## src/rtl/reg_op_sequencer_pkg.sv

```systemverilog
// Shared types and widths for the register-operation sequencer and its phase timer.
package reg_op_sequencer_pkg;

  localparam int unsigned REG_ADDR_W = 5;
  localparam int unsigned ALU_OP_W   = 4;
  localparam int unsigned FLAG_W     = 4;

  typedef enum logic [1:0] {
    S_IDLE = 2'd0,
    S_RR   = 2'd1,
    S_F    = 2'd2,
    S_WB   = 2'd3
  } state_t;

  typedef struct packed {
    logic [REG_ADDR_W-1:0] ra;
    logic [REG_ADDR_W-1:0] rb;
    logic [REG_ADDR_W-1:0] wa;
    logic [ALU_OP_W-1:0]   op;
    logic                  we;
  } cmd_t;

endpackage

```

## src/rtl/reg_op_sequencer_phase_timer.sv

```systemverilog
// Loadable down-counter that times each sequencer phase; saturates at zero.
module phase_timer #(
  parameter int unsigned W = 1
) (
  input  logic         clk,
  input  logic         rst,
  input  logic         load,
  input  logic [W-1:0] load_val,
  output logic         zero
);

  logic [W-1:0] cnt;

  always_ff @(posedge clk) begin
    if (rst) begin
      cnt <= '0;
    end else if (load) begin
      cnt <= load_val;
    end else if (cnt != '0) begin
      cnt <= cnt - W'(1);
    end
  end

  assign zero = (cnt == '0);

endmodule

```

## src/rtl/reg_op_sequencer.sv

```systemverilog
// Command-driven RR/F/WB phase sequencer: latches one register operation per
// handshake and emits registered one-cycle phase strobes to the datapath.
module reg_op_sequencer
  import reg_op_sequencer_pkg::*;
#(
  parameter int unsigned PHASE_CYCLES = 1,
  parameter int unsigned CNT_W        = 16
) (
  input  logic                  clk,
  input  logic                  rst,
  input  logic                  Cmd_Valid,
  output logic                  Cmd_Ready,
  input  logic [REG_ADDR_W-1:0] Cmd_RA,
  input  logic [REG_ADDR_W-1:0] Cmd_RB,
  input  logic [REG_ADDR_W-1:0] Cmd_WA,
  input  logic [ALU_OP_W-1:0]   Cmd_OP,
  input  logic                  Cmd_WE,
  input  logic                  Abort,
  output logic [REG_ADDR_W-1:0] R_Addr_A,
  output logic [REG_ADDR_W-1:0] R_Addr_B,
  output logic [REG_ADDR_W-1:0] W_Addr,
  output logic [ALU_OP_W-1:0]   ALU_OP,
  output logic                  Reg_Write,
  output logic                  RR_Stb,
  output logic                  F_Stb,
  output logic                  WB_Stb,
  input  logic [FLAG_W-1:0]     FR,
  output logic [FLAG_W-1:0]     Last_FR,
  output logic                  Done,
  output logic [CNT_W-1:0]      Op_Cnt
);

  localparam int unsigned  TW     = $clog2(PHASE_CYCLES + 1);
  localparam logic [TW-1:0] RELOAD = TW'(PHASE_CYCLES - 1);

  state_t state;
  cmd_t   cmd_q;
  logic   wb_first;
  logic   accept;
  logic   tmr_load;
  logic   tmr_zero;

  assign Cmd_Ready = (state == S_IDLE);
  assign accept    = Cmd_Valid && Cmd_Ready;

  always_comb begin
    tmr_load = accept || ((state != S_IDLE) && tmr_zero);
  end

  phase_timer #(.W(TW)) u_timer (
    .clk      (clk),
    .rst      (rst),
    .load     (tmr_load),
    .load_val (RELOAD),
    .zero     (tmr_zero)
  );

  // Strobes are set on the edge that enters a phase, so each is high for
  // exactly the first cycle of that phase and is cleared by default.
  always_ff @(posedge clk) begin
    if (rst) begin
      state    <= S_IDLE;
      cmd_q    <= '0;
      wb_first <= 1'b0;
      RR_Stb   <= 1'b0;
      F_Stb    <= 1'b0;
      WB_Stb   <= 1'b0;
      Done     <= 1'b0;
      Last_FR  <= '0;
      Op_Cnt   <= '0;
    end else begin
      RR_Stb   <= 1'b0;
      F_Stb    <= 1'b0;
      WB_Stb   <= 1'b0;
      Done     <= 1'b0;
      wb_first <= 1'b0;
      unique case (state)
        S_IDLE: begin
          if (Cmd_Valid) begin
            cmd_q  <= '{ra: Cmd_RA, rb: Cmd_RB, wa: Cmd_WA, op: Cmd_OP, we: Cmd_WE};
            state  <= S_RR;
            RR_Stb <= 1'b1;
          end
        end
        S_RR: begin
          if (Abort) begin
            state <= S_IDLE;
          end else if (tmr_zero) begin
            state <= S_F;
            F_Stb <= 1'b1;
          end
        end
        S_F: begin
          if (Abort) begin
            state <= S_IDLE;
          end else if (tmr_zero) begin
            state    <= S_WB;
            WB_Stb   <= cmd_q.we;
            wb_first <= 1'b1;
          end
        end
        S_WB: begin
          if (wb_first) begin
            Last_FR <= FR;
          end
          if (tmr_zero) begin
            state <= S_IDLE;
            Done  <= 1'b1;
            if (cmd_q.we) begin
              Op_Cnt <= Op_Cnt + CNT_W'(1);
            end
          end
        end
      endcase
    end
  end

  assign R_Addr_A  = cmd_q.ra;
  assign R_Addr_B  = cmd_q.rb;
  assign W_Addr    = cmd_q.wa;
  assign ALU_OP    = cmd_q.op;
  assign Reg_Write = cmd_q.we;

endmodule
```

## config.mk

```make
export PLATFORM = sky130hd
export DESIGN_NAME = reg_op_sequencer
export DESIGN_NICKNAME = d
export VERILOG_FILES = /design/src/rtl/reg_op_sequencer_pkg.sv /design/src/rtl/reg_op_sequencer_phase_timer.sv /design/src/rtl/reg_op_sequencer.sv
export SDC_FILE = /design/constraint.sdc
export NUM_CORES = 1
export LEC_CHECK = 0
export CAP_MARGIN = 0
export CORE_ASPECT_RATIO = 1.5
export CORE_UTILIZATION = 42
export CTS_BUF_LIST = sky130_fd_sc_hd__clkbuf_16
export DETAILED_ROUTE_END_ITERATION = 8
export PLACE_DENSITY_LB_ADDON = 0.2
export SLEW_MARGIN = 20
export SYNTH_ARGS = -nofsm -noshare
export SYNTH_HDL_FRONTEND = slang
export SYNTH_HIERARCHICAL = 1
export SYNTH_SLANG_ARGS = --single-unit
```

## constraint.sdc

```tcl
create_clock -name clk -period 2.07 [get_ports clk]
set_clock_uncertainty 0.1 [all_clocks]
set_input_delay 0.414 -clock clk [delete_from_list [all_inputs] [get_ports clk]]
set_output_delay 0.414 -clock clk [all_outputs]
set_load 0.02 [all_outputs]
```

==> metrics.log, run 1 <==
[metrics] number of global-route vias before repair: 1675
[metrics] Detail Route Antenna Nets: 0
[metrics] clock root cell: clkbuf_16
[metrics] maximum single-stage delay on the critical path: 0.60 ns
[metrics] multi-input combinational cell area: 843 µm²
[metrics] number of placed cells counting well taps: 333
[metrics] Hold Violations, Final: 0
[metrics] Final #Nets: 323
[metrics] antenna violations before repair: 0
[metrics] total of hold buffers inserted after clock tree synthesis: 0
[metrics] post-synthesis cell type count: 32
[metrics] combined flip-flop and latch cell area: 961 µm²
[metrics] CTS tree: done
[metrics] netlist area before placement: 1870 µm²
[metrics] warnings from Yosys: 6
[metrics] number of standard cells in the final layout excluding fillers: 341
[metrics] setup violation total in the final timing report: 0
[metrics] number of standard cells after synthesis: 219
[metrics] flip-flop and latch count after synthesis: 48
[metrics] Worst Path Class, Setup: reg -> out
[metrics] drt via density: 5.16
[metrics] combinational cell fraction of total power: 12.6%
[metrics] most frequent standard cell in the layout excluding fill and tap cells: clkdlybuf4s50_1
[metrics] placed wire-length estimate: 3000 µm
[metrics] FP Rows: 29
[metrics] post-route minimum period: 1.88 ns
[metrics] initial cell density of the core: 43.9%
[metrics] highest ir drop seen on vdd: 0.790 mV
[metrics] number of top-level pins: 73
[metrics] number of violations reported at the end of detailed-routing iteration 0: 43
[metrics] wire length of the first global-routing pass: 7220 µm
[metrics] Power Internal: 1520 µW
[metrics] worst endpoint data arrival time: 1.36 ns
[metrics] Synth Net Count: 248
[metrics] highest clock rate: 533 MHz
[metrics] ordered cell list for the critical path: buf_4 > clkdlybuf4s50_1
[metrics] Max-cap violations: 0
[metrics] filler cell count in the final layout: 361
[metrics] length of the first detailed-routing pass in iterations: 4
[metrics] final-layout setup total negative slack: 0 ns
[metrics] die extent in x: 56.4 µm
[metrics] part of the total power dissipated in the clock network: 37.4%
[metrics] ratio of cells with drive above 1 in the final layout: 7.12%
[metrics] mean routed wirelength per cell: 12.2 µm
[metrics] critical path fanouts, max: 5
[metrics] family of cells with the greatest summed delay on the critical path: buffers and inverters
[metrics] post-detailed-route DRC marker count: 0
[metrics] largest net degree at the start of global routing: 28
[metrics] Final Core Density: 66.0%
[metrics] number of buffer and inverter instances along the worst setup path: 2
[metrics] sw power: 435 µW
[metrics] portion of the post-synthesis area used by sequential elements: 51.5%
[metrics] most frequent cells in the layout: clkdlybuf4s50_1, nand2_1, dfxtp_1, a21oi_1, nor2_1
[metrics] Congestion Overflow GR: 0
[metrics] Resize count post-CTS: 0
[metrics] Static Leak: 0.00105 µW
[metrics] maximum level of the CTS H-tree: 2
[metrics] Critical Path Slowest Stage Cell: clkdlybuf4s50_1
[metrics] pwr/cell area: 696 nW/µm²
[metrics] Flop pwr share: 49.9%
[metrics] detailed-route via count: 1761
[metrics] number of buffers created by CTS: 5
[metrics] number of buffers on the longest clock path: 2
[metrics] area growth from synthesis to layout: 50.2%
[metrics] Post-Synthesis Mean Instance Area: 8.52 µm²
[metrics] RePlAce Congestion: 0.768
[metrics] number of antenna diodes: 0
[metrics] RSZ-0062 raised after global routing: false
[metrics] result of the run: complete, no violations
[metrics] area inside the core boundary: 4250 µm²
[metrics] Worst setup EP type: primary output
[metrics] max-slew violations: 0
[metrics] Final Routed Wirelength: 4170 µm
[metrics] chip height: 83.6 µm
[metrics] Hold Crit Class: reg -> reg
[metrics] post-CTS setup repair buffer count: 0
[metrics] global routing usage summed across all routing layers: 19.0%
[metrics] nature of the critical path startpoint: flop
[metrics] die area: 4720 µm²
[metrics] sw frac: 22.3%
[metrics] tightest hold margin: 0.352 ns
[metrics] critical path required time: 1.56 ns
[metrics] clock-pin slew of the registers on the worst-case setup and hold paths: 0.06 ns
[metrics] # clock sinks: 48
[metrics] insertion delay to the later sink of the worst-skew pair: 0.27 ns
[metrics] number of buffers inserted by port buffering: 72
[metrics] Final period util: 90.7%
==> area by class of cell <==
type	instances	share of cell area, %
Sequential cell	48	34.3
Multi-Input combinational cell	154	30.1
Timing Repair Buffer	82	28.3
Clock buffer	5	4.46
Tap cell	46	2.05
Clock inverter	3	0.402
Inverter	3	0.402
==> cells in the mapped netlist <==
cell type   n  share of area, %
nand2_1    50                10
dfxtp_1    48                52
a21oi_1    28               7.5
nor2_1     18               3.6
clkbuf_1   12               2.4
mux2i_1     6               3.2
xnor2_1     6               2.8
nand3_1     5               1.3
o31ai_1     4               1.6
or4_1       4               1.6
inv_1       3              0.60
nor3_1      3              0.80
nor4_1      3               1.0
xor2_1      3               1.4
and2_1      2              0.67
buf_2       2              0.54
nand2b_1    2              0.67
nand4_1     2              0.67
nand4_2     2               1.3
nor3b_1     2              0.80
nor4b_1     2              0.94
o21ai_0     2              0.54
a211oi_1    1              0.40
a31o_2      1              0.47
and3b_1     1              0.47
and4_1      1              0.47
and4b_1     1              0.54
conb_1      1              0.20
ha_1        1              0.67
or2_1       1              0.34
or3_1       1              0.34
or3_2       1              0.40
==> tightest hold or removal path: stages, from the launching register on <==
cell and delay, ns:
dfxtp_1 0.30, nand2_1 0.05, a21oi_1 0.05
==> cell families (layout without fill, tap and decap cells) <==
| logic type | count (synthesis) | after routing | share of synthesized area (%) |
|---|---|---|---|
| other cells | 1 | 1 | 0.201 |
| buf+inv | 17 | 93 | 3.55 |
| mux | 6 | 6 | 3.22 |
| xor+xnor | 9 | 9 | 4.23 |
| simple gates | 101 | 101 | 26.1 |
| fa+ha+maj | 1 | 1 | 0.671 |
| compound gates | 36 | 36 | 10.5 |
| flops | 48 | 48 | 51.5 |
==> state kept, by name, summed over array words and instances, names as in the netlist <==
| register | count |
|---|---|
| Op_Cnt | 16 |
| R_Addr_A | 5 |
| R_Addr_B | 5 |
| W_Addr | 5 |
| ALU_OP | 4 |
| Last_FR | 4 |
| state | 2 |
| Done | 1 |
| F_Stb | 1 |
| RR_Stb | 1 |
| Reg_Write | 1 |
| WB_Stb | 1 |
| u_timer/cnt | 1 |
| wb_first | 1 |
==> layer usage <==
layer  track usage, %  vias to the layer above  part of all wire, %  wire length, µm
met5                0                        -                    0                0
met3             4.50                        4                  4.7              194
met2             34.4                       51                   52             2160
li1                 -                      886                    -                -
met1             21.8                      820                   43             1770
met4             5.54                        0                 0.86               36
==> stage by stage <==
stage / area, µm² / power, µW / worst slack [ns]
floorplan: 1870 / 1110 / 0.0675
global placement: 2660 / 1240 / 0.183
detailed placement: 2660 / 1240 / 0.136
CTS: 2800 / 1990 / 0.00691
global route: 2800 / 2050 / 0.0733
finish: 2800 / 1950 / 0.193
==> final timing paths <==
check | start | end | slack [ns] | cells after the start
worst min register to register | R_Addr_A[4] | R_Addr_A[4] | 0.35 | 2
worst max-delay path | Op_Cnt[3] | Op_Cnt[3] | 0.19 | 2
worst min-delay path | R_Addr_A[4] | R_Addr_A[4] | 0.35 | 2
worst max register to register | state[1] | Op_Cnt[13] | 0.20 | 4
==> power by group through the flow <==
stage                     clock network, µW  registers [µW]  logic (µW)
final                                   730             973         247
after detailed placement                  0             994         248
after CTS                               763             973         249
after global placement                    0             993         246
after global routing                    804             977         268
after floorplan                           0            1020        82.8
No activity file was read; power rests on OpenSTA's default activity.
==> run 2: changes to the inputs <==
--- a/config.mk
+++ b/config.mk
@@ -8,4 +8,5 @@
 export CAP_MARGIN = 0
 export CORE_ASPECT_RATIO = 1.5
+export CORE_MARGIN = 2
 export CORE_UTILIZATION = 42
 export CTS_BUF_LIST = sky130_fd_sc_hd__clkbuf_16
==> constraint.sdc (replaced) <==
create_clock -name clk -period 2.07 [get_ports clk]
set_clock_uncertainty 0.1 [all_clocks]
set_input_delay 0.3105 -clock clk [delete_from_list [all_inputs] [get_ports clk]]
set_output_delay 0.3105 -clock clk [all_outputs]
set_load 0.02 [all_outputs]
==> metrics.log, run 2 (synthesis gave the netlist of run 1 again) <==
[metrics] result of the run: complete, no violations
[metrics] cell area after layout: 2800 µm² (about the same)
[metrics] worst endpoint data arrival time: 2.07 ns (+0.71 ns)
[metrics] RePlAce Congestion: 0.794 (+3.4%)
[metrics] detailed-route via count: 1759 (-0.11%)
[metrics] FP Rows: 29 (unchanged)
[metrics] critical path fanouts, max: 10 (+5)
[metrics] Hold Crit Class: in -> reg
[metrics] number of top-level pins: 73 (unchanged)
[metrics] endpoint of the worst register-to-register path: Op_Cnt[14]
[metrics] ratio of cells with drive above 1 in the final layout: 7.46% (+0.34 points)
[metrics] critical path required time: 2.18 ns (+0.62 ns)
[metrics] post-placement cell area: 2670 µm² (+0.28%)
[metrics] die area: 5000 µm² (+6.0%)
[metrics] mean routed wirelength per cell: 12.8 µm (+5.2%)
[metrics] Final #Nets: 324 (+0.31%)
[metrics] Detail Route Antenna Nets: 0 (unchanged)
[metrics] flip-flop count of the largest register, all copies and words added: 16 (unchanged)
[metrics] length of the first detailed-routing pass in iterations: 4 (unchanged)
[metrics] post-route minimum period: 1.96 ns (+0.0819 ns)
[metrics] sum of internal, switching and leakage power: 1970 µW (+1.2%)
[metrics] initial cell density of the core: 43.9% (unchanged)
[metrics] Critical Path Slowest Stage Cell: or3_1
[metrics] Static Leak: 0.00105 µW (-0.36%)
[metrics] number of placed cells counting well taps: 334 (+0.30%)
[metrics] part of the total power dissipated in the clock network: 38.2% (+0.8 points)
[metrics] startpoint of the lowest-slack hold path: rst
[metrics] Worst Path Class, Setup: reg -> reg
[metrics] sw power: 459 µW (+5.4%)
[metrics] Max-cap violations: 0 (unchanged)
[metrics] area growth from synthesis to layout: 50.1% (about the same)
[metrics] number of antenna diodes: 0 (unchanged)
[metrics] # clock sinks: 48 (unchanged)
[metrics] chip height: 85.6 µm (+2.4%)
[metrics] worst hold path endpoint: state[0]
[metrics] CTS tree: done
[metrics] pwr/cell area: 705 nW/µm² (+1.3%)
[metrics] nature of the critical path startpoint: flop
[metrics] ordered cell list for the critical path: nand4_2 > or3_1 > or4_1 > a21oi_1
[metrics] antenna violations before repair: 0 (unchanged)
[metrics] clock-pin slew of the registers on the worst-case setup and hold paths: 0.06 ns (about the same)
[metrics] post-CTS setup repair buffer count: 0 (unchanged)
[metrics] highest ir drop seen on vdd: 0.652 mV (-18%)
[metrics] RSZ-0062 raised after global routing: false
[metrics] post-detailed-route DRC marker count: 0 (unchanged)
[metrics] highest clock rate: 510 MHz (-4.2%)
[metrics] number of buffers on the longest clock path: 2 (unchanged)
[metrics] Final Routed Wirelength: 4380 µm (+5.2%)
[metrics] die extent in x: 58.4 µm (+3.5%)
[metrics] most frequent cells in the layout: clkdlybuf4s50_1, nand2_1, dfxtp_1, a21oi_1, nor2_1
[metrics] setup violation total in the final timing report: 0 (unchanged)
[metrics] area inside the core boundary: 4250 µm² (unchanged)
[metrics] final-layout setup total negative slack: 0 ns (unchanged)
[metrics] sw frac: 23.2% (+0.92 points)
[metrics] filler cell count in the final layout: 366 (+1.4%)
[metrics] Flop pwr share: 49.3% (-0.6 points)
[metrics] Congestion Overflow GR: 0 (unchanged)
[metrics] Worst setup EP type: flop
[metrics] Hold Violations, Final: 0 (unchanged)
[metrics] Worst R2R Setup Slack: 0.11 ns (-0.09 ns)
[metrics] maximum single-stage delay on the critical path: 0.54 ns (-0.06 ns)
[metrics] largest net degree at the start of global routing: 23 (-18%)
[metrics] Final period util: 94.6% (+4.0 points)
[metrics] wire length of the first global-routing pass: 7390 µm (+2.4%)
[metrics] number of violations reported at the end of detailed-routing iteration 0: 68 (+58%)
[metrics] global routing usage summed across all routing layers: 18.7% (-0.26 points)
[metrics] Final Core Density: 66.0% (about the same)
[metrics] total of hold buffers inserted after clock tree synthesis: 0 (unchanged)
[metrics] placed wire-length estimate: 3150 µm (+5.1%)
[metrics] maximum level of the CTS H-tree: 2 (unchanged)
[metrics] Reg-to-Reg Start: Op_Cnt[5]
[metrics] r2r worst-path depth: 4 (unchanged)
[metrics] insertion delay to the later sink of the worst-skew pair: 0.28 ns (about the same)
[metrics] max-slew violations: 0 (unchanged)
[metrics] drt via density: 5.16 (-0.11%)
[metrics] depth of the worst hold-timing path: 2 (unchanged)
[metrics] combinational cell fraction of total power: 12.5% (about the same)
[metrics] number of standard cells in the final layout excluding fillers: 341 (unchanged)
[metrics] number of buffers inserted by port buffering: 72 (unchanged)
[metrics] clock root cell: clkbuf_16
[metrics] number of buffers created by CTS: 5 (unchanged)
[metrics] Power Internal: 1520 µW (about the same)
[metrics] register name with the most flops: Op_Cnt
[metrics] Resize count post-CTS: 0 (unchanged)
[metrics] most frequent standard cell in the layout excluding fill and tap cells: clkdlybuf4s50_1
[metrics] number of global-route vias before repair: 1650 (-1.5%)
==> run 2: cell types whose count changed in the layout (fill, tap and decap cells not counted) <==
cell,previous run,this run
clkinv_2,0,1
buf_4,10,11
clkinv_1,1,0
or3_4,1,0
inv_1,5,4
dlymetal6s2s_1,1,0
clkdlybuf4s50_1,70,71
or3_1,0,1
==> run 2: layout make-up <==
cell class,instances,area (µm²),share of cell area [%]
Inverter,3,11.3,0.402
Timing Repair Buffer,83,798,28.5
Multi-Input combinational cell,154,838,29.9
Clock inverter,2,8.76,0.313
Tap cell,46,57.6,2.06
Sequential cell,48,961,34.3
Clock buffer,5,125,4.47
==> run 2: power by group through the flow <==
stage | clock network [µW] | logic (µW) | registers (µW)
floorplan | 0 | 82.8 | 1020
global placement | 0 | 246 | 992
detailed placement | 0 | 249 | 993
CTS | 771 | 250 | 972
global route | 805 | 271 | 976
finish | 755 | 247 | 972
==> run 2: worst max-delay path by stage <==
stage / start / endpoint / cells after the start
after detailed placement: Op_Cnt[5] / Op_Cnt[14] / 4
after floorplan: Op_Cnt[3] / Op_Cnt[14] / 5
after CTS: Op_Cnt[5] / Op_Cnt[14] / 4
after global routing: Op_Cnt[5] / Op_Cnt[14] / 4
after global placement: Op_Cnt[5] / Op_Cnt[14] / 4
final: Op_Cnt[5] / Op_Cnt[14] / 4
==> run 2: routing by layer <==
layer	track usage (%)	vias up	share of wire (%)
met1	22.4	814	41
met4	6.98	0	1.3
li1	-	893	-
met2	31.4	47	52
met3	5.28	5	5.6
met5	0	-	0
==> run 2: worst max-delay path: cells and delay by family, from the launching register on <==
| family | cells | cell delay [ns] |
|---|---|---|
| DFF | 1 | 0.38 |
| and+or+nand+nor | 3 | 1.25 |
| AOI/OAI and AO/OA | 1 | 0.15 |
==> run 2: metrics by stage <==
step	hold WS (ns)	worst slack (ns)
after floorplan	0.347	0.0675
after global placement	0.341	0.174
after detailed placement	0.348	0.124
after CTS	0.335	0.108
after global routing	0.363	0.0121
final	0.322	0.111
